File: src/rtl/pipe_hazard_ctrl_if.sv
// pipe_hazard_ctrl_if: hazard-control signals between the pipeline datapath (master)
// and the hazard controller (slave).
interface pipe_hazard_ctrl_if #(
   parameter int PERF_W = 32
);
   logic [4:0]        if_id_rs1;
   logic [4:0]        if_id_rs2;
   logic              id_ex_memread;
   logic [4:0]        id_ex_rd;
   logic              ex_mem_branch;
   logic              ex_mem_zero;
   logic              ex_mem_memread;
   logic              ex_mem_memwrite;
   logic              dmem_ready;
   logic              dmem_req;
   logic              pc_write;
   logic              pc_sel;
   logic              if_id_write;
   logic              if_id_flush;
   logic              id_ex_flush;
   logic              ex_mem_flush;
   logic              pipe_hold;
   logic              mem_err;
   logic [PERF_W-1:0] stall_cycles;
   logic [PERF_W-1:0] flush_count;

   modport master (
      output if_id_rs1, if_id_rs2, id_ex_memread, id_ex_rd, ex_mem_branch, ex_mem_zero,
             ex_mem_memread, ex_mem_memwrite, dmem_ready,
      input  dmem_req, pc_write, pc_sel, if_id_write, if_id_flush, id_ex_flush,
             ex_mem_flush, pipe_hold, mem_err, stall_cycles, flush_count
   );

   modport slave (
      input  if_id_rs1, if_id_rs2, id_ex_memread, id_ex_rd, ex_mem_branch, ex_mem_zero,
             ex_mem_memread, ex_mem_memwrite, dmem_ready,
      output dmem_req, pc_write, pc_sel, if_id_write, if_id_flush, id_ex_flush,
             ex_mem_flush, pipe_hold, mem_err, stall_cycles, flush_count
   );
endinterface

File: src/rtl/pipe_hazard_ctrl.sv
// pipe_hazard_ctrl: load-use/branch hazard and data-memory wait controller for a 5-stage pipeline.
// Define PIPE_HAZARD_PERF_CNT_EN to build the saturating stall/flush performance counters.
module pipe_hazard_ctrl #(
   parameter int MEM_TIMEOUT = 16,
   parameter int PERF_W      = 32
) (
   input logic               clk,
   input logic               reset_n,
   pipe_hazard_ctrl_if.slave bus
);
   localparam int CW = $clog2(MEM_TIMEOUT);

   typedef enum logic [1:0] {RUN = 2'b00, MEM_WAIT = 2'b01, HALT = 2'b10} state_t;

   state_t          r_state;
   logic [CW-1:0]   r_cnt;
   logic            r_err;
   state_t          w_cur;
   state_t          w_next;
   logic [CW-1:0]   w_cnt_next;
   logic            w_err_set;
   logic            w_access;
   logic            w_taken;
   logic            w_lu;
   logic            w_decode;
   logic            w_dmem_req;
   logic            w_pc_write;
   logic            w_pc_sel;
   logic            w_if_id_write;
   logic            w_if_id_flush;
   logic            w_id_ex_flush;
   logic            w_ex_mem_flush;
   logic            w_pipe_hold;

   // Outputs decode as RUN while reset is held so the datapath sees sane controls.
   assign w_cur    = reset_n ? r_state : RUN;
   assign w_access = bus.ex_mem_memread | bus.ex_mem_memwrite;
   assign w_taken  = bus.ex_mem_branch & bus.ex_mem_zero;
   assign w_lu     = bus.id_ex_memread & (bus.id_ex_rd != 5'd0) &
                     ((bus.id_ex_rd == bus.if_id_rs1) | (bus.id_ex_rd == bus.if_id_rs2));

   always_comb begin
      w_next         = w_cur;
      w_cnt_next     = r_cnt;
      w_err_set      = 1'b0;
      w_decode       = 1'b0;
      w_dmem_req     = 1'b0;
      w_pc_write     = 1'b1;
      w_pc_sel       = 1'b0;
      w_if_id_write  = 1'b1;
      w_if_id_flush  = 1'b0;
      w_id_ex_flush  = 1'b0;
      w_ex_mem_flush = 1'b0;
      w_pipe_hold    = 1'b0;
      if (w_cur == RUN) begin
         w_dmem_req = w_access;
         if (w_access && !bus.dmem_ready) begin
            w_pipe_hold   = 1'b1;
            w_pc_write    = 1'b0;
            w_if_id_write = 1'b0;
            w_next        = MEM_WAIT;
            w_cnt_next    = '0;
         end else begin
            w_decode = 1'b1;
         end
      end else if (w_cur == MEM_WAIT) begin
         w_dmem_req = 1'b1;
         if (!bus.dmem_ready) begin
            w_pipe_hold   = 1'b1;
            w_pc_write    = 1'b0;
            w_if_id_write = 1'b0;
            // Leave the counter alone on the timeout edge so it never wraps.
            if (r_cnt == CW'(MEM_TIMEOUT - 1)) begin
               w_next    = HALT;
               w_err_set = 1'b1;
            end else begin
               w_cnt_next = r_cnt + 1'b1;
            end
         end else begin
            w_decode = 1'b1;
            w_next   = RUN;
         end
      end else begin
         w_pipe_hold   = 1'b1;
         w_pc_write    = 1'b0;
         w_if_id_write = 1'b0;
         w_next        = HALT;
      end
      // A taken branch squashes the younger load-use pair, so it wins.
      if (w_decode) begin
         if (w_taken) begin
            w_pc_sel       = 1'b1;
            w_if_id_flush  = 1'b1;
            w_id_ex_flush  = 1'b1;
            w_ex_mem_flush = 1'b1;
         end else if (w_lu) begin
            w_pc_write    = 1'b0;
            w_if_id_write = 1'b0;
            w_id_ex_flush = 1'b1;
         end
      end
   end

   always_ff @(posedge clk) begin
      if (!reset_n) begin
         r_state <= RUN;
         r_cnt   <= '0;
         r_err   <= 1'b0;
      end else begin
         r_state <= w_next;
         r_cnt   <= w_cnt_next;
         r_err   <= r_err | w_err_set;
      end
   end

   assign bus.dmem_req     = w_dmem_req;
   assign bus.pc_write     = w_pc_write;
   assign bus.pc_sel       = w_pc_sel;
   assign bus.if_id_write  = w_if_id_write;
   assign bus.if_id_flush  = w_if_id_flush;
   assign bus.id_ex_flush  = w_id_ex_flush;
   assign bus.ex_mem_flush = w_ex_mem_flush;
   assign bus.pipe_hold    = w_pipe_hold;
   assign bus.mem_err      = r_err;

`ifdef PIPE_HAZARD_PERF_CNT_EN
   logic [PERF_W-1:0] r_stall;
   logic [PERF_W-1:0] r_flush;

   always_ff @(posedge clk) begin
      if (!reset_n) begin
         r_stall <= '0;
         r_flush <= '0;
      end else begin
         if (!w_pc_write && !(&r_stall)) r_stall <= r_stall + 1'b1;
         if (w_pc_sel && !(&r_flush)) r_flush <= r_flush + 1'b1;
      end
   end

   assign bus.stall_cycles = r_stall;
   assign bus.flush_count  = r_flush;
`else
   assign bus.stall_cycles = {PERF_W{1'b0}};
   assign bus.flush_count  = {PERF_W{1'b0}};
`endif
endmodule

File: src/flat_wrapper.sv
// flat-port wrapper written by rule: the top's interface ports become plain ports
module pipe_hazard_ctrl_flat 
#(
   parameter int MEM_TIMEOUT = 16,
   parameter int PERF_W      = 32
)
  (clk, reset_n, bus_if_id_rs1, bus_if_id_rs2, bus_id_ex_memread, bus_id_ex_rd, bus_ex_mem_branch, bus_ex_mem_zero, bus_ex_mem_memread, bus_ex_mem_memwrite, bus_dmem_ready, bus_dmem_req, bus_pc_write, bus_pc_sel, bus_if_id_write, bus_if_id_flush, bus_id_ex_flush, bus_ex_mem_flush, bus_pipe_hold, bus_mem_err, bus_stall_cycles, bus_flush_count);
  pipe_hazard_ctrl_if #(.PERF_W(PERF_W)) bus_i ();
  input logic clk;
  input logic reset_n;
  input wire logic [$bits(bus_i.if_id_rs1)-1:0] bus_if_id_rs1;
  input wire logic [$bits(bus_i.if_id_rs2)-1:0] bus_if_id_rs2;
  input wire logic [$bits(bus_i.id_ex_memread)-1:0] bus_id_ex_memread;
  input wire logic [$bits(bus_i.id_ex_rd)-1:0] bus_id_ex_rd;
  input wire logic [$bits(bus_i.ex_mem_branch)-1:0] bus_ex_mem_branch;
  input wire logic [$bits(bus_i.ex_mem_zero)-1:0] bus_ex_mem_zero;
  input wire logic [$bits(bus_i.ex_mem_memread)-1:0] bus_ex_mem_memread;
  input wire logic [$bits(bus_i.ex_mem_memwrite)-1:0] bus_ex_mem_memwrite;
  input wire logic [$bits(bus_i.dmem_ready)-1:0] bus_dmem_ready;
  output wire logic [$bits(bus_i.dmem_req)-1:0] bus_dmem_req;
  output wire logic [$bits(bus_i.pc_write)-1:0] bus_pc_write;
  output wire logic [$bits(bus_i.pc_sel)-1:0] bus_pc_sel;
  output wire logic [$bits(bus_i.if_id_write)-1:0] bus_if_id_write;
  output wire logic [$bits(bus_i.if_id_flush)-1:0] bus_if_id_flush;
  output wire logic [$bits(bus_i.id_ex_flush)-1:0] bus_id_ex_flush;
  output wire logic [$bits(bus_i.ex_mem_flush)-1:0] bus_ex_mem_flush;
  output wire logic [$bits(bus_i.pipe_hold)-1:0] bus_pipe_hold;
  output wire logic [$bits(bus_i.mem_err)-1:0] bus_mem_err;
  output wire logic [$bits(bus_i.stall_cycles)-1:0] bus_stall_cycles;
  output wire logic [$bits(bus_i.flush_count)-1:0] bus_flush_count;
  assign bus_i.if_id_rs1 = bus_if_id_rs1;
  assign bus_i.if_id_rs2 = bus_if_id_rs2;
  assign bus_i.id_ex_memread = bus_id_ex_memread;
  assign bus_i.id_ex_rd = bus_id_ex_rd;
  assign bus_i.ex_mem_branch = bus_ex_mem_branch;
  assign bus_i.ex_mem_zero = bus_ex_mem_zero;
  assign bus_i.ex_mem_memread = bus_ex_mem_memread;
  assign bus_i.ex_mem_memwrite = bus_ex_mem_memwrite;
  assign bus_i.dmem_ready = bus_dmem_ready;
  assign bus_dmem_req = bus_i.dmem_req;
  assign bus_pc_write = bus_i.pc_write;
  assign bus_pc_sel = bus_i.pc_sel;
  assign bus_if_id_write = bus_i.if_id_write;
  assign bus_if_id_flush = bus_i.if_id_flush;
  assign bus_id_ex_flush = bus_i.id_ex_flush;
  assign bus_ex_mem_flush = bus_i.ex_mem_flush;
  assign bus_pipe_hold = bus_i.pipe_hold;
  assign bus_mem_err = bus_i.mem_err;
  assign bus_stall_cycles = bus_i.stall_cycles;
  assign bus_flush_count = bus_i.flush_count;
  pipe_hazard_ctrl #(.MEM_TIMEOUT(MEM_TIMEOUT), .PERF_W(PERF_W)) u_core (.clk(clk), .reset_n(reset_n), .bus(bus_i));
endmodule
File: config.mk
export PLATFORM = sky130hd
export DESIGN_NAME = pipe_hazard_ctrl_flat
export DESIGN_NICKNAME = d
export VERILOG_FILES = /design/src/rtl/pipe_hazard_ctrl_if.sv /design/src/rtl/pipe_hazard_ctrl.sv /design/src/flat_wrapper.sv
export SDC_FILE = /design/constraint.sdc
export NUM_CORES = 1
export LEC_CHECK = 0
export ABC_AREA = 1
export CAP_MARGIN = 40
export CORE_MARGIN = 2
export CORE_UTILIZATION = 34
export CTS_CLUSTER_SIZE = 8
export DETAILED_ROUTE_END_ITERATION = 8
export PLACE_DENSITY = 0.86
export RECOVER_POWER = 50
export SETUP_SLACK_MARGIN = 0.1
export SYNTH_ARGS = -nofsm -noshare
export SYNTH_HDL_FRONTEND = slang
export SYNTH_SLANG_ARGS = --single-unit
export TNS_END_PERCENT = 50
File: constraint.sdc
create_clock -name clk -period 2.1 [get_ports clk]
set_input_delay 0.21 -clock clk [delete_from_list [all_inputs] [get_ports clk]]
set_output_delay 0.21 -clock clk [all_outputs]
set_load 0.03 [all_outputs]
Word-level counts from Yosys, hierarchy flattened
Index checks and enable logic that the tools add are counted.
- output and inout bits: 73
- register bits: 7
- word-level logic and storage cells: 56
- equality and inequality tests: 7
- reductions and logical operators: 6
- bitwise logic cells: 6
- mux-type cells: 33
- add/sub/neg operators: 1
- operators by type and width (operator ; count):
    $mux W1 ; 22
    $mux W4 ; 5
    $mux W2 ; 6
    $eq A5 B5 Y1 ; 2
    $reduce_bool A5 Y1 ; 1
    $add A4 B1 Y4 const B ; 1
    $eq A4 B4 Y1 const B ; 1
    $ne A2 B1 Y1 const B ; 2
    $reduce_and A4 Y1 ; 1
    $and A1 B1 Y1 ; 3
    $or A1 B1 Y1 ; 3
    $eq A2 B1 Y1 const B ; 1
    $logic_not A2 Y1 ; 1
    $ne A2 B2 Y1 const B ; 1
    $reduce_bool A2 Y1 ; 1
    $logic_and A1 B1 Y1 ; 1
    $logic_not A1 Y1 ; 1

Longest topological paths before layout
Gate-level depths: netlist of run 1.
- depth in word-level cells: 6
- mapped depth: 10

Least setup slack after synthesis of run 1
Ideal clock, no wire load.
- path kind: reg2out
- from: register u_core.r_state[1]
- to: output bus_pc_write
- buffers on the path: 1
- slack: 0.550 ns
- cell stages (with the launch flop): 7
- data required time: 1.890 ns
- arrival: 1.340 ns
- cell sequence: dfxtp_1 -> nand2_1 -> nand2_2 -> o22ai_1 -> nand3_1 -> nand2_1 -> buf_4
- longest elaborated chain between the ends: 5
- ends and longest elaborated chain (what ; line ; text):
    from (decl) ; pipe_hazard_ctrl.sv:15 ; state_t r_state;
    from (signal assigned) ; pipe_hazard_ctrl.sv:110 ; r_state <= w_next;
    $mux W2 * ; pipe_hazard_ctrl.sv:36 ; assign w_cur = reset_n ? r_state : RUN;
    $eq A2 B1 Y1 ; pipe_hazard_ctrl.sv:66 ; end else if (w_cur == MEM_WAIT) begin
    $mux W1 ; -- ;
    $mux W1 * (2 in a row) ; -- ;
    to (decl) ; flat_wrapper.sv:21 ; output wire logic [$bits(bus_i.pc_write)-1:0] bus_pc_write;
Every way passes the cells marked *; elsewhere a longest branch is shown, timed or not.

Final worst setup path of run 1
- from: input reset_n
- to: output bus_dmem_req
- longest elaborated chain between the ends: 4
- ends and longest elaborated chain (what ; line ; text):
    from (decl) ; flat_wrapper.sv:10 ; input logic reset_n;
    $mux W2 * ; pipe_hazard_ctrl.sv:36 ;
    $eq A2 B1 Y1 ; pipe_hazard_ctrl.sv:66 ;
    $mux W1 ; pipe_hazard_ctrl.sv:66 ;
    $mux W1 * ; pipe_hazard_ctrl.sv:55 ; if (w_cur == RUN) begin
    to (decl) ; flat_wrapper.sv:20 ; output wire logic [$bits(bus_i.dmem_req)-1:0] bus_dmem_req;
Marks and branches as above.

==> flow_metrics.env, run 1 <==
export IMPL_vias=909
export IMPL_grt_pass1_wl_um=2700
export IMPL_critPathLaunch="reset_n"
export IMPL_cp_endpoint="bus_dmem_req"
export IMPL_cap_violations=0
export IMPL_via_per_inst=3.64
export IMPL_grt_ovfl_total=0
export IMPL_skew_ns=0.00233
export IMPL_grt_max_degree=7
export IMPL_dieWidth_um=60.9
export IMPL_port_buffer_count=31
export IMPL_seq_area_frac_synth_pct=12.7
export IMPL_synthCells=171
export IMPL_chipHeight_um=60.9
export IMPL_core_area_um2=3050
export IMPL_grt_usage_pct=9.63
export IMPL_period_share_pct=90.6
export IMPL_ys_seq_elements=7
export IMPL_fin_util_pct=40.6
export IMPL_final_max_slew_violation_count=0
export IMPL_critPathKind="in2out"
export IMPL_hp_class="reg2reg"
export IMPL_routedWlPerCell_um=7.28
export IMPL_outcome="finished clean"
export IMPL_io_pins=96
export IMPL_syn_area_per_cell_um2=6.43
export IMPL_dr_pass1_iters=4
export IMPL_crit_path_end_kind="output port"
export IMPL_worst_ep_required_time_ns=1.89
export IMPL_crit_fanout=4
export IMPL_reg2reg_to="u_core.r_cnt[2]"
export IMPL_p_leak_nw=0.745
export IMPL_synth_cell_type_count=22
export IMPL_htreeDepth=1
export IMPL_slowest_delay_ns=0.68
export IMPL_cts_root_buf="clkbuf_4"
export IMPL_cts_tree="yes"
export IMPL_post_cts_buffers=0
export IMPL_cts_path_max_buffers=2
export IMPL_timing_rr_start="u_core.r_cnt[0]"
export IMPL_vdd_ir_drop_max_mv=0.108
export IMPL_fmaxAchievable_mhz=525
export IMPL_setup_violations=0
export IMPL_die_area_um2=3710
export IMPL_cts_buffers=3
export IMPL_clock_sinks=7
export IMPL_slowest_stage="clkdlybuf4s50_1"
export IMPL_hold_viol=0
export IMPL_reg2reg_slack_ns=0.69
export IMPL_setup_worst_path_start_class="input pin"
export IMPL_yosysWarnings=0
export IMPL_wl_um=1820
export IMPL_place_gp_congestion=0.868
export IMPL_synthesis_area_um2=1100
export IMPL_worstPathArrival_ns=1.69
export IMPL_layout_drive_gt1_share_pct=10.2
export IMPL_antenna_left=0
export IMPL_start_util_pct=36.0
export IMPL_rsz0062_at_grt="false"
export IMPL_antenna_found_initial=0
export IMPL_min_period_ns=1.90
export IMPL_drtIter0Drc=78
export IMPL_antennaDiodeCount=0
export IMPL_dp_hpwl_um=1650
export IMPL_syn_to_final_growth_pct=12.7
export IMPL_num_nets_final=231
export IMPL_clkLatencyLatePin_ns=0.24
export IMPL_power_density_nw_per_um2=456
export IMPL_clk_pin_slew_worst_paths_ns=0.05
export IMPL_grt_pass1_vias=685
export IMPL_drc=0
export IMPL_r2r_cells=7
export IMPL_crit_top_cell="clkdlybuf4s50_1"
export IMPL_num_rows=20
export IMPL_fin_tns_setup_ns=0
export IMPL_crit_chain="clkdlybuf4s50_1, nand2_1, o22ai_1, clkdlybuf4s50_1"
layout by cell type (no fill, tap or decap):
cell	Yosys	routed
nand3_1	7	7
o211a_1	1	1
o22ai_1	2	2
o21ai_0	1	2
ha_1	1	1
xnor2_1	2	2
conb_1	1	64
nand4_1	1	1
clkbuf_1	0	1
nand2_4	2	2
buf_4	67	10
clkdlybuf4s50_1	0	23
dlygate4sd3_1	0	1
o31ai_1	1	1
o21ai_2	1	1
a21oi_1	4	4
inv_1	19	20
nor2_1	14	14
inv_2	2	1
o21ai_1	2	1
nand3_2	1	1
nand2_2	3	2
nand2_1	31	32
dlymetal6s2s_1	0	1
clkbuf_4	0	3
a21oi_2	1	1
dfxtp_1	7	7
kinds of logic (layout without fill, tap and decap cells):
| kind of cell | count (synthesis) | count (layout) | share of synthesized area (%) |
|---|---|---|---|
| buf+inv | 88 | 60 | 52.9 |
| simple gates | 59 | 59 | 23.8 |
| compound gates | 13 | 13 | 7.51 |
| flops | 7 | 7 | 12.7 |
| xor+xnor | 2 | 2 | 1.59 |
| fa+ha+maj | 1 | 1 | 1.14 |
| other cells | 1 | 64 | 0.341 |
power breakdown:
group / leakage (nW) / switching [mW] / internal (mW)
logic: 0.673 / 0.232 / 0.0800
registers: 0.0570 / 0.00270 / 0.138
clock network: 0.0150 / 0.0420 / 0.0720
cell type report:
cell class | count | area (µm²)
Clock buffer | 4 | 26.3
Fill cell | 323 | 1810
Inverter | 21 | 78.8
Multi-Input combinational cell | 139 | 612
Sequential cell | 7 | 140
Tap cell | 44 | 55.1
Timing Repair Buffer | 35 | 328
sequential cells by signal, indices dropped and copies added, names as in the netlist:
| signal | count |
|---|---|
| u_core.r_state | 2 |
| u_core.r_cnt | 4 |
| u_core.bus.mem_err | 1 |
worst max-delay path, delay by kind of cell:
kind	cells	cell delay [ns]
AO/OA/AOI/OAI	1	0.16
buffers and inverters	2	1.19
AND/OR/NAND/NOR	1	0.12
worst min path at each step:
stage,from,endpoint,slack (ns),depth (start not counted)
detailed placement,u_core.r_cnt[1],u_core.r_cnt[1],0.48,2
floorplan,bus_dmem_ready,u_core.r_state[1],0.31,1
finish,u_core.r_cnt[1],u_core.r_cnt[1],0.49,2
global placement,u_core.r_cnt[1],u_core.r_cnt[1],0.48,2
global route,u_core.r_cnt[1],u_core.r_cnt[1],0.51,2
CTS,u_core.r_cnt[1],u_core.r_cnt[1],0.49,2
cell usage after synthesis:
cell     count  share of area, %
nand2_2      3               1.7
nor2_1      14               4.8
xnor2_1      2               1.6
o31ai_1      1              0.68
inv_2        2              0.68
nand2_4      2               2.0
nand3_1      7               3.2
o21ai_2      1              0.80
o21ai_1      2              0.91
a21oi_2      1              0.80
nand2_1     31                11
o211a_1      1              0.91
nand4_1      1              0.57
o21ai_0      1              0.45
dfxtp_1      7                13
inv_1       19               6.5
conb_1       1              0.34
o22ai_1      2               1.1
nand3_2      1              0.91
a21oi_1      4               1.8
buf_4       67                46
ha_1         1               1.1
metal layers:
layer | vias up | GRT usage (%) | part of all wire [%]
met3 | 4 | 2.13 | 11
met4 | 0 | 6.21 | 2.2
met2 | 62 | 17.2 | 51
li1 | 463 | - | -
met1 | 380 | 10.1 | 36
met5 | - | 0 | 0
what timing repair did:
item / in CTS / in global routing
setup endpoints to repair: 0 / 1
resized for setup: 0 / 1
hold buffers: 0 / 0
metrics by stage:
stage / instances / worst slack [ns] / instance area (µm²) / hold WS, ns / power [mW]
final: 250 / 0.197 / 1240 / 0.490 / 0.566
after global placement: 246 / 0.165 / 1210 / 0.481 / 0.450
after CTS: 250 / 0.151 / 1240 / 0.491 / 0.573
after detailed placement: 246 / 0.148 / 1210 / 0.483 / 0.453
after global routing: 250 / 0.0729 / 1240 / 0.508 / 0.607
after floorplan: 234 / 0.550 / 1340 / 0.314 / 0.469
No activity file was read; power rests on OpenSTA's default activity.
==> inputs of run 2 (changes only) <==
--- a/config.mk
+++ b/config.mk
@@ -6,7 +6,7 @@
 export NUM_CORES = 1
 export LEC_CHECK = 0
 export ABC_AREA = 1
-export CAP_MARGIN = 40
+export CAP_MARGIN = 15
 export CORE_MARGIN = 2
 export CORE_UTILIZATION = 34
 export CTS_CLUSTER_SIZE = 8
==> results of run 2 <==
Same layout as run 1: the final DEF is identical, and so are final timing and power.
